### src/rtl/mvm_tile_accum_pkg.sv
// Shared definitions for the tile accumulator: Q4.4 constants and FSM state codes.
// The HARD_SIGMOID_EN build option uses HSIG_HALF / HSIG_ONE from here.
package mvm_tile_accum_pkg;

    localparam int FRAC_BITS = 4;
    localparam int HSIG_HALF = 8;   // 0.5 in Q4.4
    localparam int HSIG_ONE  = 16;  // 1.0 in Q4.4

    typedef enum logic [1:0] {
        ST_IDLE  = 2'd0,
        ST_ACCUM = 2'd1,
        ST_SAT   = 2'd2,
        ST_OUT   = 2'd3
    } state_e;

endpackage

### src/rtl/mvm_tile_accum_sat_narrow.sv
// Signed saturating narrowing from IN_W to OUT_W bits (clamps to the OUT_W signed range).
module mvm_tile_accum_sat_narrow #(
    parameter int IN_W  = 16,
    parameter int OUT_W = 8
) (
    input  logic [IN_W-1:0]  acc_i,
    output logic [OUT_W-1:0] sat_o
);

    localparam logic [IN_W-1:0] MAX_V = {{(IN_W-OUT_W+1){1'b0}}, {(OUT_W-1){1'b1}}};
    localparam logic [IN_W-1:0] MIN_V = {{(IN_W-OUT_W+1){1'b1}}, {(OUT_W-1){1'b0}}};

    always_comb begin
        sat_o = acc_i[OUT_W-1:0];
        if ($signed(acc_i) > $signed(MAX_V)) begin
            sat_o = MAX_V[OUT_W-1:0];
        end else if ($signed(acc_i) < $signed(MIN_V)) begin
            sat_o = MIN_V[OUT_W-1:0];
        end
    end

endmodule

### src/rtl/mvm_tile_accum.sv
// Accumulates TILES partial-sum beats per lane plus a bias, saturates to DATA_WIDTH and
// presents the result on a valid/ready output. Define HARD_SIGMOID_EN to apply a hard sigmoid.
module mvm_tile_accum
    import mvm_tile_accum_pkg::*;
#(
    parameter int H          = 2,
    parameter int DATA_WIDTH = 8,
    parameter int TILES      = 4,
    parameter int ACC_WIDTH  = 16
) (
    input  logic                    clk,
    input  logic                    rst,
    input  logic                    in_valid,
    output logic                    in_ready,
    input  logic [H*DATA_WIDTH-1:0] in_data,
    input  logic [H*DATA_WIDTH-1:0] bias_in,
    output logic                    out_valid,
    input  logic                    out_ready,
    output logic [H*DATA_WIDTH-1:0] out_data,
    output logic [1:0]              dbg_state_o
);

    // Handshake: a transfer happens on a rising edge where valid and ready are both high;
    // the producer holds valid and data stable until that edge, ready never depends on valid.

    localparam int DW    = DATA_WIDTH;
    localparam int CNT_W = (TILES < 2) ? 1 : $clog2(TILES + 1);
    localparam logic [CNT_W-1:0] LAST_CNT = CNT_W'(TILES - 1);

    state_e                   state_q, state_d;
    logic [CNT_W-1:0]         tile_cnt_q, tile_cnt_d;
    logic [ACC_WIDTH-1:0]     acc_q [H];
    logic [ACC_WIDTH-1:0]     acc_d [H];
    logic [H*DW-1:0]          out_q, out_d;
    logic [H*DW-1:0]          result_w;
    logic [ACC_WIDTH-1:0]     beat_ext [H];
    logic [ACC_WIDTH-1:0]     bias_ext [H];

    // Lane 0 sits at the MSB end of every packed bus.
    for (genvar m = 0; m < H; m++) begin : g_lane
        logic [DW-1:0] beat_w, bias_w, sat_w, act_w;

        assign beat_w      = in_data[(H-1-m)*DW +: DW];
        assign bias_w      = bias_in[(H-1-m)*DW +: DW];
        assign beat_ext[m] = {{(ACC_WIDTH-DW){beat_w[DW-1]}}, beat_w};
        assign bias_ext[m] = {{(ACC_WIDTH-DW){bias_w[DW-1]}}, bias_w};

        mvm_tile_accum_sat_narrow #(
            .IN_W  (ACC_WIDTH),
            .OUT_W (DW)
        ) u_sat (
            .acc_i (acc_q[m]),
            .sat_o (sat_w)
        );

`ifdef HARD_SIGMOID_EN
        logic [DW-1:0] shr_w;
        logic [DW+1:0] hs_w;
        assign shr_w = DW'($signed(sat_w) >>> 2);
        assign hs_w  = {{2{shr_w[DW-1]}}, shr_w} + (DW+2)'(HSIG_HALF);
        always_comb begin
            act_w = hs_w[DW-1:0];
            if ($signed(hs_w) < 0) begin
                act_w = '0;
            end else if ($signed(hs_w) > $signed((DW+2)'(HSIG_ONE))) begin
                act_w = DW'(HSIG_ONE);
            end
        end
`else
        assign act_w = sat_w;
`endif

        assign result_w[(H-1-m)*DW +: DW] = act_w;
    end

    always_comb begin
        state_d    = state_q;
        tile_cnt_d = tile_cnt_q;
        acc_d      = acc_q;
        out_d      = out_q;
        in_ready   = 1'b0;
        out_valid  = 1'b0;
        case (state_q)
            ST_IDLE: begin
                in_ready = 1'b1;
                if (in_valid) begin
                    for (int m = 0; m < H; m++) begin
                        acc_d[m] = beat_ext[m] + bias_ext[m];
                    end
                    tile_cnt_d = CNT_W'(1);
                    state_d    = (TILES == 1) ? ST_SAT : ST_ACCUM;
                end
            end
            ST_ACCUM: begin
                in_ready = 1'b1;
                if (in_valid) begin
                    for (int m = 0; m < H; m++) begin
                        acc_d[m] = acc_q[m] + beat_ext[m];
                    end
                    tile_cnt_d = tile_cnt_q + CNT_W'(1);
                    if (tile_cnt_q == LAST_CNT) begin
                        state_d = ST_SAT;
                    end
                end
            end
            ST_SAT: begin
                out_d   = result_w;
                state_d = ST_OUT;
            end
            ST_OUT: begin
                out_valid = 1'b1;
                if (out_ready) begin
                    tile_cnt_d = '0;
                    state_d    = ST_IDLE;
                end
            end
            default: state_d = ST_IDLE;
        endcase
    end

    always_ff @(posedge clk or posedge rst) begin
        if (rst) begin
            state_q    <= ST_IDLE;
            tile_cnt_q <= '0;
            out_q      <= '0;
            for (int m = 0; m < H; m++) begin
                acc_q[m] <= '0;
            end
        end else begin
            state_q    <= state_d;
            tile_cnt_q <= tile_cnt_d;
            out_q      <= out_d;
            for (int m = 0; m < H; m++) begin
                acc_q[m] <= acc_d[m];
            end
        end
    end

    assign out_data    = out_q;
    assign dbg_state_o = state_q;

endmodule

### config.mk
export PLATFORM = sky130hd
export DESIGN_NAME = mvm_tile_accum
export DESIGN_NICKNAME = d
export VERILOG_FILES = /design/src/rtl/mvm_tile_accum_pkg.sv /design/src/rtl/mvm_tile_accum_sat_narrow.sv /design/src/rtl/mvm_tile_accum.sv
export SDC_FILE = /design/constraint.sdc
export NUM_CORES = 1
export LEC_CHECK = 0
export BUFFER_PORTS_ARGS = -buffer_cell sky130_fd_sc_hd__buf_4
export CELL_PAD_IN_SITES_DETAIL_PLACEMENT = 1
export CELL_PAD_IN_SITES_GLOBAL_PLACEMENT = 1
export CORE_ASPECT_RATIO = 2
export CORE_MARGIN = 4
export CORE_UTILIZATION = 41
export CTS_CLUSTER_SIZE = 25
export DETAILED_ROUTE_END_ITERATION = 6
export PLACE_DENSITY = 0.81
export SETUP_SLACK_MARGIN = 0.1
export SYNTH_ARGS = -nofsm -noshare
export SYNTH_HDL_FRONTEND = slang
export SYNTH_SLANG_ARGS = --single-unit
### constraint.sdc
create_clock -name clk -period 2.1 [get_ports clk]
set_input_delay 0.21 -clock clk [delete_from_list [all_inputs] [get_ports clk]]
set_output_delay 0.21 -clock clk [all_outputs]
set_load 0.005 [all_outputs]
==> results of run 1 <==
per-layer routing:
metal	vias up	part of all wire, %
met3	58	2.2
met5	-	0
li1	2197	-
met2	118	57
met4	0	4.6
met1	2370	36
per-stage QoR:
| stage | instance area (sq um) | setup TNS, ps |
|---|---|---|
| after global placement | 5538 | -1140 |
| after global routing | 6341 | -774.8 |
| after floorplan | 4581 | 0 |
| final | 6341 | -67.03 |
| after CTS | 6018 | -114.6 |
| after detailed placement | 5538 | -2308 |
kinds of logic after synthesis:
family / after synthesis / synth area share (%)
AO/OA/AOI/OAI: 180 / 26.01
XOR/XNOR: 26 / 4.988
adder cells (fa/ha/maj): 56 / 16.00
buffers and inverters: 49 / 4.878
flip-flops: 53 / 29.05
multiplexers: 13 / 2.987
AND/OR/NAND/NOR: 149 / 16.09
worst max-delay path by stage:
stage	to	slack [ps]	cells past startpoint
after floorplan	acc_q[12]	100	8
after global placement	acc_q[9]	-120	9
after detailed placement	acc_q[31]	-190	9
after CTS	acc_q[12]	-70	8
after global routing	acc_q[12]	-130	8
final	acc_q[12]	-50	8
worst register-to-register path: stages, from the launching register on:
cell       delay, ps
dfrtp_1          410
ha_4             190
fa_2             400
a211oi_4         280
o21ai_2          140
o2111ai_4        130
a31oi_1          150
mux2_2           250
nand3_2           70
power by group through the flow:
stage,Clock (mW),Sequential (mW),Combinational (mW)
4_1_cts,0.971,1.98,5.97
3_3_place_gp,0,1.94,5.11
3_5_place_dp,0,1.98,5.40
6_report,0.969,2.03,6.74
5_1_grt,1.01,2.07,7.35
2_1_floorplan,0,1.86,3.46
Yosys cell counts, types with 14 or more instances:
cell type / instances / share of area, %
ha_1: 52 / 14
nand3_1: 18 / 2.0
dfrtp_1: 53 / 29
a21oi_1: 36 / 3.9
o22ai_1: 19 / 2.6
nand2_1: 41 / 3.4
a21o_1: 16 / 2.6
nor2_1: 35 / 2.9
inv_1: 31 / 2.5
o21ai_1: 22 / 2.4
o21ai_0: 25 / 2.7
xnor2_1: 14 / 2.7
timing repair:
action                                  4_1_cts  5_1_grt
pin swaps                                    33       32
setup buffers                                10       11
gates resized for setup                      43       43
endpoints found under the setup margin       21       27
registers in the layout, summed over array words and instances (netlist names):
register / cells
tile_cnt_q: 3
dbg_state_o: 2
acc_q: 32
out_data: 16
placed cells by master, fill, tap and decap left out, types with 5 or more instances in the layout:
cell type / netlist / layout
a21o_1: 16 / 16
a31oi_1: 8 / 7
a21oi_1: 36 / 29
mux2i_1: 8 / 8
a211o_1: 6 / 6
nand2_1: 41 / 40
buf_6: 2 / 8
a21oi_2: 0 / 5
ha_1: 52 / 37
a211oi_2: 1 / 9
xor2_1: 12 / 12
o211ai_1: 6 / 6
inv_1: 31 / 29
xnor2_1: 14 / 13
nand4_1: 9 / 9
buf_4: 1 / 124
clkbuf_16: 0 / 5
nor3_1: 10 / 9
o21bai_1: 5 / 5
or3_1: 6 / 6
o21ai_2: 1 / 5
nor4_1: 5 / 5
ha_4: 0 / 14
o21ai_1: 22 / 20
dfrtp_1: 53 / 53
o22ai_1: 19 / 19
o21ai_0: 25 / 21
nor2_1: 35 / 35
nand3_1: 18 / 16
nand3b_1: 5 / 5
area by class of cell:
cell class / instances / area, sq um / share of cell area (%)
multi-input combinational: 424 / 3490 / 55.03
sequential: 53 / 1326 / 20.92
timing repair buffer: 134 / 1061 / 16.73
clock inverter: 3 / 43.79 / 0.6906
clock buffer: 5 / 125.1 / 1.973
tap: 140 / 175.2 / 2.762
inverter: 31 / 120.1 / 1.894
==> impl_metrics.csv, run 1 <==
group,metric,value,unit
worst_setup_path,ff2ff_setup_slack,-50,ps
yosys,synth_edf_count,0,
power,switching_share,45.87,%
die,die-area,12990,sq um
worst_setup_path,r2r_end,"acc_q[12]",
worst_setup_path,critical_path_class,"register to register",
global_routing,grt_remaining_overflow,0,
power,cell_internal_pwr,5.271,mW
worst_setup_path,path_delay_family,"compound AO/OA/AOI/OAI gates",
sta,rsz0062_at_grt,"true",
die,fp.dieW,82.62,microns
clock_network,cts_buffers,5,
power,peakVddDrop,0.7458,mV
yosys,syn-instance-count,526,
power,pwr-share-clk,9.9,%
global_routing,use_met3,1.890,%
global_routing,grt.met1_usage,23.70,%
cells_and_area,antenna_cells,0,
die,row_count,54,
job,maxCapViolCount,0,
status,violations,"hold timing, setup timing",
cells_and_area,stdcell_count,790,
yosys,synth.distinct_cells,60,
clock_network,clockBufferDepth,2,
yosys,netlist_area,4566,sq um
power,leakagePower,2.887,nW
worst_setup_path,slowest_delay,410,ps
cells_and_area,fillers,1233,
global_routing,grt_pass1_vias,5311,
power,power,9.739,mW
global_routing,grt_first_pass_wirelength,24850,microns
global_routing,grt_use_met2,48.51,%
global_routing,grt_max_degree,42,
worst_setup_path,crit_fanout,3,
die,initial_utilization,41.97,%
die,io_pins,56,
placed_design,place_ws,-192.7,ps
power,cellPowerDensity,1536,nW/um^2
power,p_comb_share,69.2,%
yosys,synthArstFlopShare,100.0,%
sta,hold_viol_final,1,
detailed_routing,drt_first_pass_iters,4,
cells_and_area,drive_gt1_share,32.92,%
yosys,ys.flop_type,"dfrtp_1",
detailed_routing,vias,4743,
clock_network,root_buffer,"clkbuf_16",
die,die-height,157.2,microns
worst_setup_path,rr_worst_depth,8,
worst_setup_path,crit_buf_inv,0,
min_path,hp-class,"input pin to async pin",
yosys,synth_fp_nets,618,
cells_and_area,final_nets,741,
power,p_seq_share,20.8,%
status,outcome,"finished, violations left",
detailed_routing,drt_wl_total,16750,microns
yosys,yosys_warnings,0,
detailed_routing,via_per_inst,6.004,
sta,timing.final.crit_share,102.5,%
power,p_switching,4.468,mW
clock_network,cts.clk_slew.worst_paths,80,ps
detailed_routing,ant_nets,0,
global_routing,antenna_found_initial,0,
global_routing,grt_use_total,24.57,%
placed_design,port_buffers,55,
detailed_routing,dr.first_iter.drc_count,189,
cells_and_area,syn_to_final_growth,38.89,%
sta,slew_violations,0,
sta,fin_skew,13.15,ps
clock_network,clock-sinks,53,
sta,worst_pin_slew,747.4,ps
sta,fmax,0.4645,GHz
sta,maxSlewHeadroom,50.17,%
detailed_routing,drc,0,
worst_setup_path,cp-start-kind,"register",
global_routing,grt-busiest-layer,"met2",
worst_setup_path,crit_path_end_kind,"register",
sta,hold_slack,-4.966,ps
sta,finalWorstSetupSlack,-53.08,ps
clock_network,clk_latency,300,ps
yosys,seq_area_frac_synth,29.05,%
sta,period_minus_slack,2153,ps
detailed_routing,post_drt_wl_per_cell,21.20,microns
cells_and_area,utilization,58.29,%
worst_setup_path,cp.required,2270,ps
clock_network,postCtsHoldBufs,0,
worst_setup_path,critPathArrivalTime,2320,ps
sta,setup_viol,2,
placed_design,hpwl,11620,microns
yosys,syn_avg_cell_area,8.680,sq um
yosys,synth_seq_cells,53,
die,placeableCoreArea,10880,sq um
placed_design,gp_congestion,0.8736,
clock_network,cts_tree,"built",
clock_network,h-tree-depth,2,
worst_setup_path,cp_slowest_cell,"dfrtp_1",
worst_setup_path,critPathLaunch,"acc_q[0]",
worst_setup_path,path_cells,"ha_4 > fa_2 > a211oi_4 > o21ai_2 > o2111ai_4 > a31oi_1 > mux2_2 > nand3_2",
worst_setup_path,rr_startpoint,"acc_q[0]",
placed_design,placed_cells,763,
Power figures use the tool's default switching activity.
==> run 2, diff against run 1 <==
--- a/config.mk
+++ b/config.mk
@@ -5,15 +5,15 @@
 export SDC_FILE = /design/constraint.sdc
 export NUM_CORES = 1
 export LEC_CHECK = 0
+export ABC_AREA = 1
 export BUFFER_PORTS_ARGS = -buffer_cell sky130_fd_sc_hd__buf_4
 export CELL_PAD_IN_SITES_DETAIL_PLACEMENT = 1
 export CELL_PAD_IN_SITES_GLOBAL_PLACEMENT = 1
 export CORE_ASPECT_RATIO = 2
-export CORE_MARGIN = 4
-export CORE_UTILIZATION = 41
+export CORE_UTILIZATION = 38
 export CTS_CLUSTER_SIZE = 25
 export DETAILED_ROUTE_END_ITERATION = 6
-export PLACE_DENSITY = 0.81
+export PLACE_DENSITY = 0.8
 export SETUP_SLACK_MARGIN = 0.1
 export SYNTH_ARGS = -nofsm -noshare
 export SYNTH_HDL_FRONTEND = slang
==> run 2 against run 1 <==
The flow now finishes without violations. Clock skew down 2.2 ps. Critical path depth up 1. Synthesized area up 8.6%. Global-route usage up 2.5 points. Highest routed layer unchanged.
==> impl_metrics.csv, run 2 <==
group,metric,value,unit
status,outcome,"finished, final reports clean",
worst_setup_path,rr_startpoint,"acc_q[16]",
global_routing,grt_max_degree,54,
sta,timing.final.crit_share,89.12,%
clock_network,root_buffer,"clkbuf_16",
placed_design,port_buffers,55,
min_path,min_path_cells,4,
power,cell_internal_pwr,4.005,mW
worst_setup_path,crit_fanout,5,
worst_setup_path,critPathArrivalTime,2100,ps
sta,worst_pin_slew,702.0,ps
yosys,yosys-top-cells-count,"271 x nand2_1, 103 x inv_1, 77 x nor2_1",
clock_network,h-tree-depth,2,
detailed_routing,wl_met1,5573,microns
worst_setup_path,ff2ff_setup_slack,230,ps
cells_and_area,utilization,46.08,%
yosys,synth.top_cells.by_area,"dfrtp_1 27%, nand2_1 21%, ha_1 13%",
global_routing,grt_first_pass_wirelength,27460,microns
cells_and_area,most-common-layout-cells,"268 x nand2_1, 102 x inv_1, 74 x nor2_1",
cells_and_area,layout_commonest_cell,"nand2_1",
clock_network,cts_tree,"built",
global_routing,grt_pass1_vias,5935,
worst_setup_path,path_depth,9,
sta,slew_violations,0,
yosys,netlist.area_leader.share,26.76,%
power,p_comb_share,65.2,%
yosys,synth.distinct_cells,30,
detailed_routing,wl_met2,9868,microns
cells_and_area,syn_to_final_growth,17.39,%
worst_setup_path,r2r_end,"acc_q[30]",
global_routing,grt_use_total,27.05,%
min_path,hold_path_startpoint,"in_valid",
die,die-height,163.5,microns
die,die-area,13530,sq um
cells_and_area,drive_gt1_share,11.69,%
cells_and_area,largest_reg_flops,32,
sta,fin_skew,10.99,ps
cells_and_area,multiInputGateArea,3231,sq um
yosys,synth_most_common_cell,"nand2_1",
power,switching_share,52.27,%
sta,fmax,0.5343,GHz
worst_setup_path,crit_path_end_kind,"register",
detailed_routing,drt_first_pass_iters,4,
die,initial_utilization,39.25,%
min_path,hp-class,"input pin to register",
placed_design,gp_congestion,0.8734,
die,placeableCoreArea,12630,sq um
cells_and_area,register_area,1326,sq um
worst_setup_path,critical_path_class,"register to register",
yosys,syn_avg_cell_area,6.445,sq um
cells_and_area,fillers,1713,
worst_setup_path,cp_slowest_cell,"fa_2",
detailed_routing,vias,5330,
sta,setup-tns-final,0,ps
clock_network,clockBufferDepth,2,
placed_design,hpwl,13530,microns
detailed_routing,post_drt_wl_per_cell,17.19,microns
sta,period_minus_slack,1872,ps
detailed_routing,dr.first_iter.drc_count,133,
die,io_pins,56,
worst_setup_path,cpMostUsedCell,"nand2_1",
power,leakagePower,3.169,nW
yosys,synth_seq_cells,53,
global_routing,grt_remaining_overflow,0,
cells_and_area,antenna_cells,0,
worst_setup_path,path_cells,"ha_2 > fa_2 > nand2_1 > nand3_1 > nand2_1 > nand2_1 > nand2_1 > nand3_1 > a21oi_1",
min_path,whs_endpoint,"acc_q[23]",
detailed_routing,wl_met3,285,microns
cells_and_area,final_nets,921,
sta,rsz0062_at_grt,"true",
global_routing,antenna_found_initial,0,
detailed_routing,via_per_inst,5.439,
worst_setup_path,path_delay_family,"adder cells",
power,cellPowerDensity,1442,nW/um^2
clock_network,clock-sinks,53,
worst_setup_path,cp.required,2330,ps
clock_network,cts_buffers,5,
yosys,synthArstFlopShare,100.0,%
yosys,ys.flop_type,"dfrtp_1",
yosys,syn-instance-count,769,
worst_setup_path,slowest_delay,440,ps
sta,maxSlewHeadroom,53.20,%
die,row_count,58,
cells_and_area,regMostFlops,"acc_q",
worst_setup_path,rr_worst_depth,9,
sta,hold_viol_final,0,
detailed_routing,drc,0,
power,pwr-share-clk,10.7,%
yosys,synth_edf_count,0,
detailed_routing,drt_wl_total,16840,microns
worst_setup_path,crit_buf_inv,0,
yosys,netlist_area,4956,sq um
power,power,8.389,mW
detailed_routing,ant_nets,0,
job,maxCapViolCount,0,
yosys,synth_top_area_cell,"dfrtp_1",
die,fp.dieW,82.76,microns
yosys,synth_fp_nets,861,
yosys,seq_area_frac_synth,26.76,%
power,p_seq_share,24.1,%
yosys,yosys_warnings,0,
clock_network,clk_latency,310,ps
clock_network,cts.clk_slew.worst_paths,80,ps
worst_setup_path,cp-start-kind,"register",
detailed_routing,top_layer,"met4",
sta,setup_viol,0,
power,peakVddDrop,0.5366,mV
power,p_switching,4.385,mW
run 2: worst max path at each step:
stage,start,endpoint,slack [ps]
floorplan,acc_q[16],acc_q[28],410
global placement,in_data[0],acc_q[13],70
detailed placement,in_data[0],acc_q[10],-30
CTS,dbg_state_o[0],out_data[0],110
global route,acc_q[18],acc_q[23],90
finish,acc_q[16],acc_q[30],230
run 2: area by class of cell:
| class | instances | share of cell area (%) |
|---|---|---|
| clock buffer | 5 | 2.151 |
| clock inverter | 3 | 0.4946 |
| inverter | 105 | 6.860 |
| multi-input combinational | 600 | 55.53 |
| sequential | 53 | 22.80 |
| tap | 150 | 3.226 |
| timing repair buffer | 64 | 8.946 |
run 2: timing repair:
item,4_1_cts,5_1_grt
endpoints found under the setup margin,3,29
hold buffers,1,0
buffers inserted,1,0
pin swaps,0,1
gates cloned,0,0
resized for setup,1,18
endpoints found under the hold margin,53,0
run 2: worst register-to-register path, cell delays in order (launching register included):
cell	delay, ps
dfrtp_1	400
ha_2	220
fa_2	440
nand2_1	90
nand3_1	140
nand2_1	160
nand2_1	70
nand2_1	70
nand3_1	70
a21oi_1	130
run 2: cell families after synthesis:
group,synth area share [%]
xor gates and xnor gates,1.591
buffers and inverters,9.669
AOI/OAI and AO/OA,10.50
adders and majority gates,14.74
DFF,26.76
and+or+nand+nor,36.73
run 2: metrics by stage:
| stage | hold WS [ps] | area [sq um] | setup slack, ps | cells |
|---|---|---|---|---|
| 2_1_floorplan | 400.0 | 4956 | 414.3 | 769 |
| 3_3_place_gp | 285.5 | 5564 | 74.64 | 970 |
| 3_5_place_dp | 292.2 | 5564 | -25.25 | 970 |
| 4_1_cts | 273.3 | 5738 | 107.5 | 980 |
| 5_1_grt | 308.6 | 5818 | 86.78 | 980 |
| 6_report | 290.7 | 5818 | 228.4 | 980 |
run 2: routing by layer:
metal / track usage (%) / vias to the layer above
li1: - / 2589
met1: 23.35 / 2573
met2: 54.06 / 100
met3: 2.346 / 68
met4: 18.34 / 0
met5: 0 / -
run 2: power by group through the flow:
stage	Clock [mW]	Sequential [mW]	Combinational, mW
after CTS	0.922	2.01	5.40
after floorplan	0	1.87	3.66
after global placement	0	1.99	5.05
after detailed placement	0	2.03	5.31
final	0.897	2.02	5.47
after global routing	0.950	2.08	6.18
